===== src/rtl/case_invert_echo_pkg.sv =====
// Shared ASCII constants and the case-swap transform used by the echo stage.
// The constant names match the ones the UART case checker uses.
package case_invert_echo_pkg;

  localparam logic [7:0] ASCII_UC_A     = 8'h41;
  localparam logic [7:0] ASCII_UC_Z     = 8'h5A;
  localparam logic [7:0] ASCII_LC_A     = 8'h61;
  localparam logic [7:0] ASCII_LC_Z     = 8'h7A;
  localparam logic [7:0] ASCII_CASE_OFS = 8'd32;

  // Only the 52 letter codes move; every other byte passes through untouched.
  function automatic logic [7:0] xform(input logic [7:0] b, input logic bypass);
    logic [7:0] res;
    res = b;
    if (!bypass) begin
      if (b >= ASCII_UC_A && b <= ASCII_UC_Z) begin
        res = b + ASCII_CASE_OFS;
      end else if (b >= ASCII_LC_A && b <= ASCII_LC_Z) begin
        res = b - ASCII_CASE_OFS;
      end
    end
    return res;
  endfunction

endpackage


===== src/rtl/case_invert_echo_sync_fifo.sv =====
// Single-clock ready/valid FIFO. Outputs are driven only from registered state,
// so there is no combinational path from push/pop inputs to any output.
module sync_fifo #(
  parameter int WIDTH = 8,
  parameter int DEPTH = 8,
  localparam int AW   = $clog2(DEPTH)
) (
  input  logic             clk,
  input  logic             rst,
  input  logic [WIDTH-1:0] push_data,
  input  logic             push_valid,
  output logic             push_ready,
  output logic [WIDTH-1:0] pop_data,
  output logic             pop_valid,
  input  logic             pop_ready,
  output logic [AW:0]      count
);

  logic [WIDTH-1:0] r_mem [DEPTH];
  logic [AW-1:0]    r_wr_ptr;
  logic [AW-1:0]    r_rd_ptr;
  logic [AW:0]      r_count;
  logic             w_push;
  logic             w_pop;

  assign push_ready = (r_count != (AW+1)'(DEPTH));
  assign pop_valid  = (r_count != '0);
  assign pop_data   = r_mem[r_rd_ptr];
  assign count      = r_count;

  assign w_push = push_valid & push_ready;
  assign w_pop  = pop_valid & pop_ready;

  // NOTE: the storage array has no reset; count gates every read, so stale
  // entries are never observed and the array can map onto plain RAM cells.
  always_ff @(posedge clk) begin
    if (w_push) begin
      r_mem[r_wr_ptr] <= push_data;
    end
  end

  // NOTE: sequential state uses non-blocking assignments so every register
  // samples pre-edge values regardless of statement order.
  always_ff @(posedge clk or posedge rst) begin
    if (rst) begin
      r_wr_ptr <= '0;
      r_rd_ptr <= '0;
      r_count  <= '0;
    end else begin
      // DEPTH is a power of two, so pointer wrap is plain overflow.
      if (w_push) r_wr_ptr <= r_wr_ptr + AW'(1);
      if (w_pop)  r_rd_ptr <= r_rd_ptr + AW'(1);
      case ({w_push, w_pop})
        2'b10:   r_count <= r_count + (AW+1)'(1);
        2'b01:   r_count <= r_count - (AW+1)'(1);
        default: r_count <= r_count;
      endcase
    end
  end

endmodule


===== src/rtl/case_invert_echo.sv =====
// Echo stage between UART RX and TX: swaps ASCII letter case (unless bypassed)
// at enqueue time and buffers bytes so the transmitter can lag behind bursts.
module case_invert_echo
  import case_invert_echo_pkg::*;
#(
  parameter int DEPTH = 8,
  localparam int AW   = $clog2(DEPTH)
) (
  input  logic        clk,
  input  logic        rst,
  input  logic        bypass,
  input  logic [7:0]  data_in,
  input  logic        data_in_valid,
  output logic        data_in_ready,
  output logic [7:0]  data_out,
  output logic        data_out_valid,
  input  logic        data_out_ready,
  output logic [AW:0] count,
  output logic        overflow
);

  logic [7:0] w_xformed;
  logic       w_in_ready;
  logic       r_overflow;

  // NOTE: combinational logic assigns its result unconditionally inside the
  // function, so no path leaves it unassigned and no latch is inferred.
  assign w_xformed = xform(data_in, bypass);

  sync_fifo #(
    .WIDTH (8),
    .DEPTH (DEPTH)
  ) u_fifo (
    .clk        (clk),
    .rst        (rst),
    .push_data  (w_xformed),
    .push_valid (data_in_valid),
    .push_ready (w_in_ready),
    .pop_data   (data_out),
    .pop_valid  (data_out_valid),
    .pop_ready  (data_out_ready),
    .count      (count)
  );

  assign data_in_ready = w_in_ready;
  assign overflow      = r_overflow;

  // Sticky until reset; whether the refused byte is retried is up to the sender.
  always_ff @(posedge clk or posedge rst) begin
    if (rst) begin
      r_overflow <= 1'b0;
    end else if (data_in_valid && !w_in_ready) begin
      r_overflow <= 1'b1;
    end
  end

endmodule

===== config.mk =====
export PLATFORM = sky130hd
export DESIGN_NAME = case_invert_echo
export DESIGN_NICKNAME = d
export VERILOG_FILES = /design/src/rtl/case_invert_echo_pkg.sv /design/src/rtl/case_invert_echo_sync_fifo.sv /design/src/rtl/case_invert_echo.sv
export SDC_FILE = /design/constraint.sdc
export NUM_CORES = 1
export LEC_CHECK = 0
export CAP_MARGIN = 40
export CORE_AREA = 2 2 95 97
export CTS_CLUSTER_SIZE = 20
export DETAILED_ROUTE_END_ITERATION = 10
export DIE_AREA = 0 0 97 99
export GPL_ROUTABILITY_DRIVEN = 0
export SETUP_SLACK_MARGIN = 0.05
export SYNTH_ARGS = -nofsm -noshare
export SYNTH_HDL_FRONTEND = slang
export SYNTH_HIERARCHICAL = 1
export SYNTH_SLANG_ARGS = --single-unit

===== constraint.sdc =====
create_clock -name clk -period 2.5 [get_ports clk]
set_input_delay 0.625 -clock clk [delete_from_list [all_inputs] [get_ports clk]]
set_output_delay 0.625 -clock clk [all_outputs]
set_load 0.005 [all_outputs]

==> impl_metrics.env, run 1 <==
export IMPL_run_status="complete, but fails checks"
export IMPL_violations="negative setup slack"
export IMPL_floorplan_core_area_um2=8550
export IMPL_fillers=721
export IMPL_synth_ff_latch_count=75
export IMPL_max_cap_violations=0
export IMPL_worstPathRequired_ps=1880
export IMPL_arrival_ps=1890
export IMPL_dr_first_iter_drc_count=90
export IMPL_hold_worst_slack_ps=432
export IMPL_dr_max_layer_used="met4"
export IMPL_initial_antenna_violation_count=0
export IMPL_worstPathMaxFanout=3
export IMPL_grt_first_pass_wirelength_um=10400
export IMPL_cp_end_kind="output port"
export IMPL_min_period_ps=2520
export IMPL_fmaxAchievable_ghz=0.397
export IMPL_critical_path_most_common_cell="sky130_fd_sc_hd__buf_6"
export IMPL_place_hpwl_um=4240
export IMPL_clk_path_buf_depth=2
export IMPL_critPathTopFamily="multiplexers"
export IMPL_clock_tree_htree_level_count=3
export IMPL_post_route_drc_count=0
export IMPL_regToRegEndpoint="u_fifo/count[3]$_DFFE_PP0P_"
export IMPL_synth_cells=188
export IMPL_layout_worst_path_cycle_share_pct=101
export IMPL_total_leakage_power_nw=1.64
export IMPL_detailroute_via_count=1920
export IMPL_synthesis_area_um2=3330
export IMPL_synth_seq_area_share_pct=65.9
export IMPL_ios=28
export IMPL_root_buffer="sky130_fd_sc_hd__clkbuf_8"
export IMPL_synthesis_yosys_warnings=6
export IMPL_finish_net_count=289
export IMPL_critPathSlowestCell="sky130_fd_sc_hd__mux4_2"
export IMPL_tritoncts="yes"
export IMPL_grt_overflow_total=0
export IMPL_placementRows=34
export IMPL_met3RoutedLength_um=221
export IMPL_tightest_slew_ps=653
export IMPL_insertion_delay_ps=340
export IMPL_synthToLayoutAreaGrowth_pct=32.1
export IMPL_ant_nets=0
export IMPL_power_density_cell_area_nw_per_um2=1160
export IMPL_drt_first_pass_iters=4
export IMPL_grt_setup_unrepaired="yes"
export IMPL_worst_ir_drop_vdd_v=0.000473
export IMPL_tritoncts_num_buffers=9
export IMPL_yosysUniqueCellTypes=41
export IMPL_syn_mean_instance_area_um2=17.7
export IMPL_worst_r2r_startpoint="u_fifo/count[0]$_DFFE_PP0P_"
export IMPL_wl_per_cell_um=17.3
export IMPL_number_of_cells_on_the_worst_reg_to_reg_path=10
export IMPL_drt_vias_per_instance=5.04
export IMPL_die_y_um=99
export IMPL_cp_buffers_inverters=3
export IMPL_via_count_of_the_first_global_routing_pass=1987
export IMPL_postLayoutSetupSlackWorst_ps=-16.2
export IMPL_dieArea_um2=9600
export IMPL_r2r_setup_slack_ps=110
export IMPL_timing_setup_tns_ps=-18.5
export IMPL_initial_core_util_pct=39.0
export IMPL_synth_nets=209
export IMPL_holdCritPathClass="in2async"
export IMPL_pin_count_of_the_biggest_net_entering_global_routing=14
export IMPL_clkTransAtPathRegs_ps=80
export IMPL_routed_wirelength_um=6610
export IMPL_die_width_um=97
export IMPL_wl_met2_um=3280
export IMPL_kind_of_critical_path="reg2out"
export IMPL_portBuffers=27
export IMPL_hold_viol=0
export IMPL_wirelength_met1_um=3040
export IMPL_final_cell_count_no_fill=381
export IMPL_diode_insertion_count_for_antenna_repair=0
export IMPL_globalRouteTotalUtil_pct=14.3
export IMPL_drive_gt1_share_pct=41.0
export IMPL_max_stage_delay_on_crit_path_ps=490
export IMPL_final_setup_viol_count=2
export IMPL_power_total_mw=5.12
export IMPL_fin_worst_skew_ps=9.56
export IMPL_layout_commonest_cell="sky130_fd_sc_hd__edfxtp_1"
export IMPL_slew_limit_headroom_pct=56.3
export IMPL_mostFrequentLayoutCells="sky130_fd_sc_hd__edfxtp_1 (64), sky130_fd_sc_hd__buf_4 (37), sky130_fd_sc_hd__buf_6 (18), sky130_fd_sc_hd__clkdlybuf4s50_1 (17), sky130_fd_sc_hd__mux4_2 (16)"
export IMPL_max_slew_vio_count=0
export IMPL_cp_start_kind="flip-flop"
export IMPL_timing_critical_path_cells="buf_6 > buf_12 > mux4_2 > mux2_4 > buf_6"
export IMPL_clkSinkCount=75
export IMPL_place_inst=348
## layout make-up
| cell class | count | area (um^2) | area share [%] |
|---|---|---|---|
| repair buffers | 76 | 708 | 16.1 |
| flip-flops and latches | 75 | 2200 | 50.0 |
| well taps | 108 | 135 | 3.07 |
| clock buffers | 10 | 128 | 2.90 |
| inverters | 12 | 45.0 | 1.02 |
| multi-input cells | 94 | 1080 | 24.4 |
| clock inverters | 6 | 111 | 2.53 |
## synthesized netlist by cell type, drive strengths merged
cell	instances	area share (%)
o21ai	4	0.60
a21o	1	0.23
mux2	11	3.7
edfxtp	64	58
nor2	9	1.0
fa	1	0.60
or4	1	0.34
nand3b	1	0.23
o311ai	1	0.26
o31a	2	0.53
or4b	2	0.60
buf	5	1.4
nand2b	3	0.56
a211o	2	0.56
o21bai	1	0.23
clkbuf	2	0.26
mux2i	2	0.60
dfrtp	11	8.3
a21oi	5	0.75
nand3	4	0.60
nor3b	2	0.45
nand2	5	0.79
nand4	1	0.19
a2111o	1	0.34
nor2b	1	0.19
o211ai	1	0.23
xor2	2	0.53
xnor2	5	1.3
mux4	16	13
nor3	3	0.45
inv	12	1.4
ha	7	2.6
## where the power goes
group / leakage, nW / switching (mW) / internal, mW
sequential: 0.707 / 0.121 / 1.62
combinational: 0.811 / 0.881 / 1.41
clock: 0.117 / 0.429 / 0.665
total: 1.64 / 1.43 / 3.69
## worst max path at each step
| stage | from | endpoint | depth (start not counted) |
|---|---|---|---|
| after CTS | u_fifo/r_rd_ptr[0]$_DFFE_PP0P_ | data_out[3] | 5 |
| after global placement | data_out_ready | u_fifo/count[3]$_DFFE_PP0P_ | 8 |
| after detailed placement | data_out_ready | u_fifo/count[3]$_DFFE_PP0P_ | 8 |
| after global routing | u_fifo/r_rd_ptr[0]$_DFFE_PP0P_ | data_out[3] | 5 |
| after floorplan | u_fifo/count[0]$_DFFE_PP0P_ | u_fifo/count[3]$_DFFE_PP0P_ | 8 |
| final | u_fifo/r_rd_ptr[0]$_DFFE_PP0P_ | data_out[0] | 5 |
## per-layer routing
metal | up-vias | global-route usage (%)
met3 | 7 | 3.12
met5 | - | 0
met4 | 0 | 4.88
met2 | 45 | 23.3
met1 | 977 | 19.3
li1 | 891 | -
## kinds of logic after synthesis
| group | Yosys count | share of synthesized area [%] |
|---|---|---|
| xor+xnor | 7 | 1.84 |
| mux | 29 | 16.9 |
| compound gates | 18 | 3.72 |
| simple gates | 32 | 5.41 |
| flops | 75 | 65.9 |
| buf+inv | 19 | 2.97 |
| fa+ha+maj | 8 | 3.23 |
## flip-flops by register name (all words and copies together), names as in the netlist
name,flops
u_fifo/r_mem,64
u_fifo/count,4
u_fifo/r_rd_ptr,3
u_fifo/r_wr_ptr,3
overflow,1
## timing repair
item / CTS / global route
cloned: 0 / 0
setup buffers: 12 / 5
pin swaps: 0 / 7
resized for setup: 76 / 8
endpoints found under the setup margin: 10 / 9
hold buffers: 0 / 0
## per-stage QoR
step | area [um^2] | worst slack, ps | util, %
2_1_floorplan | 3380 | 114 | -
3_3_place_gp | 3960 | 17.5 | 46.3
6_report | 4400 | -16.2 | 51.5
4_1_cts | 4330 | -60.1 | 50.6
5_1_grt | 4400 | -70.5 | 51.5
3_5_place_dp | 3960 | -45.0 | 46.3
No activity file was read; power rests on OpenSTA's default activity.
==> run 2, diff against run 1 <==
- CORE_AREA: 2 2 95 97 -> 2 2 93 95
- DIE_AREA: 0 0 97 99 -> 0 0 95 97
- SYNTH_HIERARCHICAL: 1 -> default
==> run 2 against run 1 <==
The flow now finishes without violations. Clock power decreased by 30%. Hold slack improved by 37 ps. Fmax increased by 0.67%. Critical path depth unchanged. Sequential share of layout area increased by 3.3 points. First-iteration DRC count decreased by 26%. Power decreased by 13%. Critical endpoint is now data_out[1]. Largest cell class unchanged. Highest routed layer unchanged.
==> impl_metrics.env, run 2 <==
export IMPL_share_comb_of_total_power_pct=43.1
export IMPL_root_buffer="sky130_fd_sc_hd__clkbuf_8"
export IMPL_drive_gt1_share_pct=35.4
export IMPL_post_synth_top_count_cell="sky130_fd_sc_hd__edfxtp_1"
export IMPL_fmaxAchievable_ghz=0.400
export IMPL_slew_limit_headroom_pct=65.9
export IMPL_diode_insertion_count_for_antenna_repair=0
export IMPL_synthFlopType="sky130_fd_sc_hd__edfxtp_1"
export IMPL_wl_per_cell_um=17.1
export IMPL_largest_register="u_fifo.r_mem"
export IMPL_finish_net_count=277
export IMPL_globalRouteTotalUtil_pct=15.1
export IMPL_worstPathRequired_ps=1880
export IMPL_yosys_area_share_adder_pct=3.35
export IMPL_mostFrequentLayoutCells="sky130_fd_sc_hd__edfxtp_1 (64), sky130_fd_sc_hd__buf_4 (35), sky130_fd_sc_hd__clkdlybuf4s50_1 (19), sky130_fd_sc_hd__mux4_2 (16), sky130_fd_sc_hd__inv_1 (12)"
export IMPL_synth_area_leaders="sky130_fd_sc_hd__edfxtp_1 (60%), sky130_fd_sc_hd__mux4_2 (11%), sky130_fd_sc_hd__dfrtp_1 (8.6%)"
export IMPL_initial_core_util_pct=39.5
export IMPL_detailroute_via_count=1837
export IMPL_synth_async_sr_flop_share_pct=14.7
export IMPL_holdCritPathClass="reg2reg"
export IMPL_pin_count_of_the_biggest_net_entering_global_routing=13
export IMPL_drt_vias_per_instance=5.03
export IMPL_synthesis_yosys_warnings=0
export IMPL_post_synth_top_area_fraction_pct=59.8
export IMPL_pwr_share_clk_pct=17.1
export IMPL_synth_nets=206
export IMPL_swShare_pct=29.6
export IMPL_initial_antenna_violation_count=0
export IMPL_min_period_ps=2500
export IMPL_synth_area_leader_cell="sky130_fd_sc_hd__edfxtp_1"
export IMPL_critPathSlowestCell="sky130_fd_sc_hd__mux4_2"
export IMPL_ant_nets=0
export IMPL_place_hpwl_um=4370
export IMPL_routed_wirelength_um=6240
export IMPL_synth_top_cells_by_count="sky130_fd_sc_hd__edfxtp_1 (64), sky130_fd_sc_hd__mux4_2 (16), sky130_fd_sc_hd__inv_1 (12)"
export IMPL_run_status="completed"
export IMPL_arrival_ps=1870
export IMPL_cp_end_kind="output port"
export IMPL_kind_of_critical_path="reg2out"
export IMPL_max_slew_vio_count=0
export IMPL_synth_seq_area_share_pct=68.3
export IMPL_max_cap_violations=0
export IMPL_grt_first_pass_wirelength_um=9940
export IMPL_worst_ir_drop_vdd_v=0.000568
export IMPL_combinational_family_with_the_most_area_after_synthesis="multiplexers"
export IMPL_layout_worst_path_cycle_share_pct=100
export IMPL_portBuffers=27
export IMPL_tightest_slew_ps=512
export IMPL_clk_path_buf_depth=2
export IMPL_insertion_delay_ps=340
export IMPL_worstPathMaxFanout=7
export IMPL_clkSinkCount=75
export IMPL_clock_tree_htree_level_count=3
export IMPL_seq_power_share_pct=39.8
export IMPL_tritoncts="yes"
export IMPL_ios=28
export IMPL_syn_mean_instance_area_um2=17.4
export IMPL_power_switching_mw=1.32
export IMPL_fin_worst_skew_ps=8.71
export IMPL_compound_cell_area_share_of_the_yosys_netlist_pct=3.35
export IMPL_timing_critical_path_cells="buf_12 > buf_12 > mux4_2 > mux2_4 > buf_6"
export IMPL_yosys_area_share_simple_pct=5.95
export IMPL_yosysUniqueCellTypes=36
export IMPL_yosys_area_share_xor_xnor_pct=1.63
export IMPL_intPower_mw=3.13
export IMPL_synthToLayoutAreaGrowth_pct=28.4
export IMPL_grt_setup_unrepaired="yes"
export IMPL_critPathTopFamily="multiplexers"
export IMPL_synth_mux_area_fraction_pct=15.0
export IMPL_clkTransAtPathRegs_ps=80
export IMPL_synth_ff_latch_count=75
export IMPL_cp_buffers_inverters=3
export IMPL_die_width_um=95
export IMPL_dieArea_um2=9220
export IMPL_hold_viol=0
export IMPL_tritoncts_num_buffers=9
export IMPL_die_y_um=97
export IMPL_final_setup_viol_count=0
export IMPL_largest_register_ff_count=64
export IMPL_synth_cells=185
export IMPL_hold_worst_slack_ps=469
export IMPL_final_cell_count_no_fill=365
export IMPL_dr_first_iter_drc_count=67
export IMPL_power_density_cell_area_nw_per_um2=1080
export IMPL_placementRows=33
export IMPL_floorplan_core_area_um2=8130
export IMPL_place_inst=346
export IMPL_max_stage_delay_on_crit_path_ps=500
export IMPL_synthesis_area_um2=3220
export IMPL_synth_edff_count=64
export IMPL_critical_path_most_common_cell="sky130_fd_sc_hd__buf_12"
export IMPL_drt_first_pass_iters=4
export IMPL_post_route_drc_count=0
export IMPL_via_count_of_the_first_global_routing_pass=1873
export IMPL_grt_overflow_total=0
export IMPL_total_leakage_power_nw=1.53
export IMPL_layout_commonest_cell="sky130_fd_sc_hd__edfxtp_1"
export IMPL_post_route_util_pct=50.8
export IMPL_cp_start_kind="flip-flop"
run 2: changes by cell type after synthesis, sizes merged, moves of 2 or more:
cell and change:
nand2 +3, o211ai +3, nor4 +2, nand3 -3
o31a -2, a21oi -2, or3 +2, o21ai -2
nor3 +5, or4b -2, nor2 -2, nor3b -2
run 2: kinds of logic after synthesis:
kind of cell / count (synthesis)
AO/OA/AOI/OAI: 15
XOR/XNOR: 6
adder cells (fa/ha/maj): 8
buffers and inverters: 18
flip-flops: 75
multiplexers: 27
AND/OR/NAND/NOR: 36
run 2: path summary, 6_finish.rpt:
path                                                 from                              to  slack (ps)  depth (start not counted)
min                                  overflow$_DFFE_PP0P_            overflow$_DFFE_PP0P_         470                          1
max                        u_fifo.r_rd_ptr[0]$_DFFE_PP0P_                     data_out[1]         0.7                          5
max reg2reg                   u_fifo.count[3]$_DFFE_PP0P_     u_fifo.count[3]$_DFFE_PP0P_         290                         10
min in group asynchronous                             rst            overflow$_DFFE_PP0P_         580                          2
max in group asynchronous                             rst  u_fifo.r_rd_ptr[0]$_DFFE_PP0P_        1580                          2
min reg2reg                          overflow$_DFFE_PP0P_            overflow$_DFFE_PP0P_         470                          1
run 2: cell type report:
type / count / area (um^2)
fillers: 671 / 4000
flip-flops and latches: 75 / 2200
multi-input cells: 92 / 981
repair buffers: 66 / 617
well taps: 105 / 131
clock buffers: 9 / 124
inverters: 12 / 45.0
clock inverters: 6 / 33.8
run 2: worst register-to-register path, cell delays in order (launching register included):
cell and delay [ps]:
sky130_fd_sc_hd__dfrtp_1 430, sky130_fd_sc_hd__nor4b_2 180, sky130_fd_sc_hd__buf_4 140, sky130_fd_sc_hd__nor2b_1 190, sky130_fd_sc_hd__inv_1 90, sky130_fd_sc_hd__ha_1 230
sky130_fd_sc_hd__ha_1 310, sky130_fd_sc_hd__inv_1 60, sky130_fd_sc_hd__nor4_1 230, sky130_fd_sc_hd__nand4b_1 140, sky130_fd_sc_hd__o211ai_1 80
run 2: per-layer routing:
layer	routed length, um	GRT usage, %
met1	2770	19.8
met2	3110	23.8
met5	0	0
met3	241	3.19
met4	127	7.36
run 2: timing repair:
item / CTS / global route
hold endpoints to repair: 0 / 0
gates resized for setup: 48 / 1
setup buffers: 3 / 1
endpoints found under the setup margin: 8 / 9
gates cloned: 1 / 0
hold buffers: 0 / 0
run 2: metrics by stage:
stage	setup TNS [ps]	power (mW)	cell area, um^2	worst slack, ps
finish	0	4.45	4130	0.674
global route	-472	4.74	4130	-63.5
CTS	-381	4.56	4140	-68.2
detailed placement	-2950	3.55	3880	-200
global placement	-2590	3.52	3880	-167
floorplan	0	2.71	3220	215
run 2: power by group through the flow:
stage | Sequential (mW) | Clock, mW | Combinational, mW
6_report | 1.77 | 0.763 | 1.92
5_1_grt | 1.80 | 0.829 | 2.11
4_1_cts | 1.77 | 0.786 | 2.00
3_5_place_dp | 1.80 | 0 | 1.75
3_3_place_gp | 1.79 | 0 | 1.74
2_1_floorplan | 1.75 | 0 | 0.964
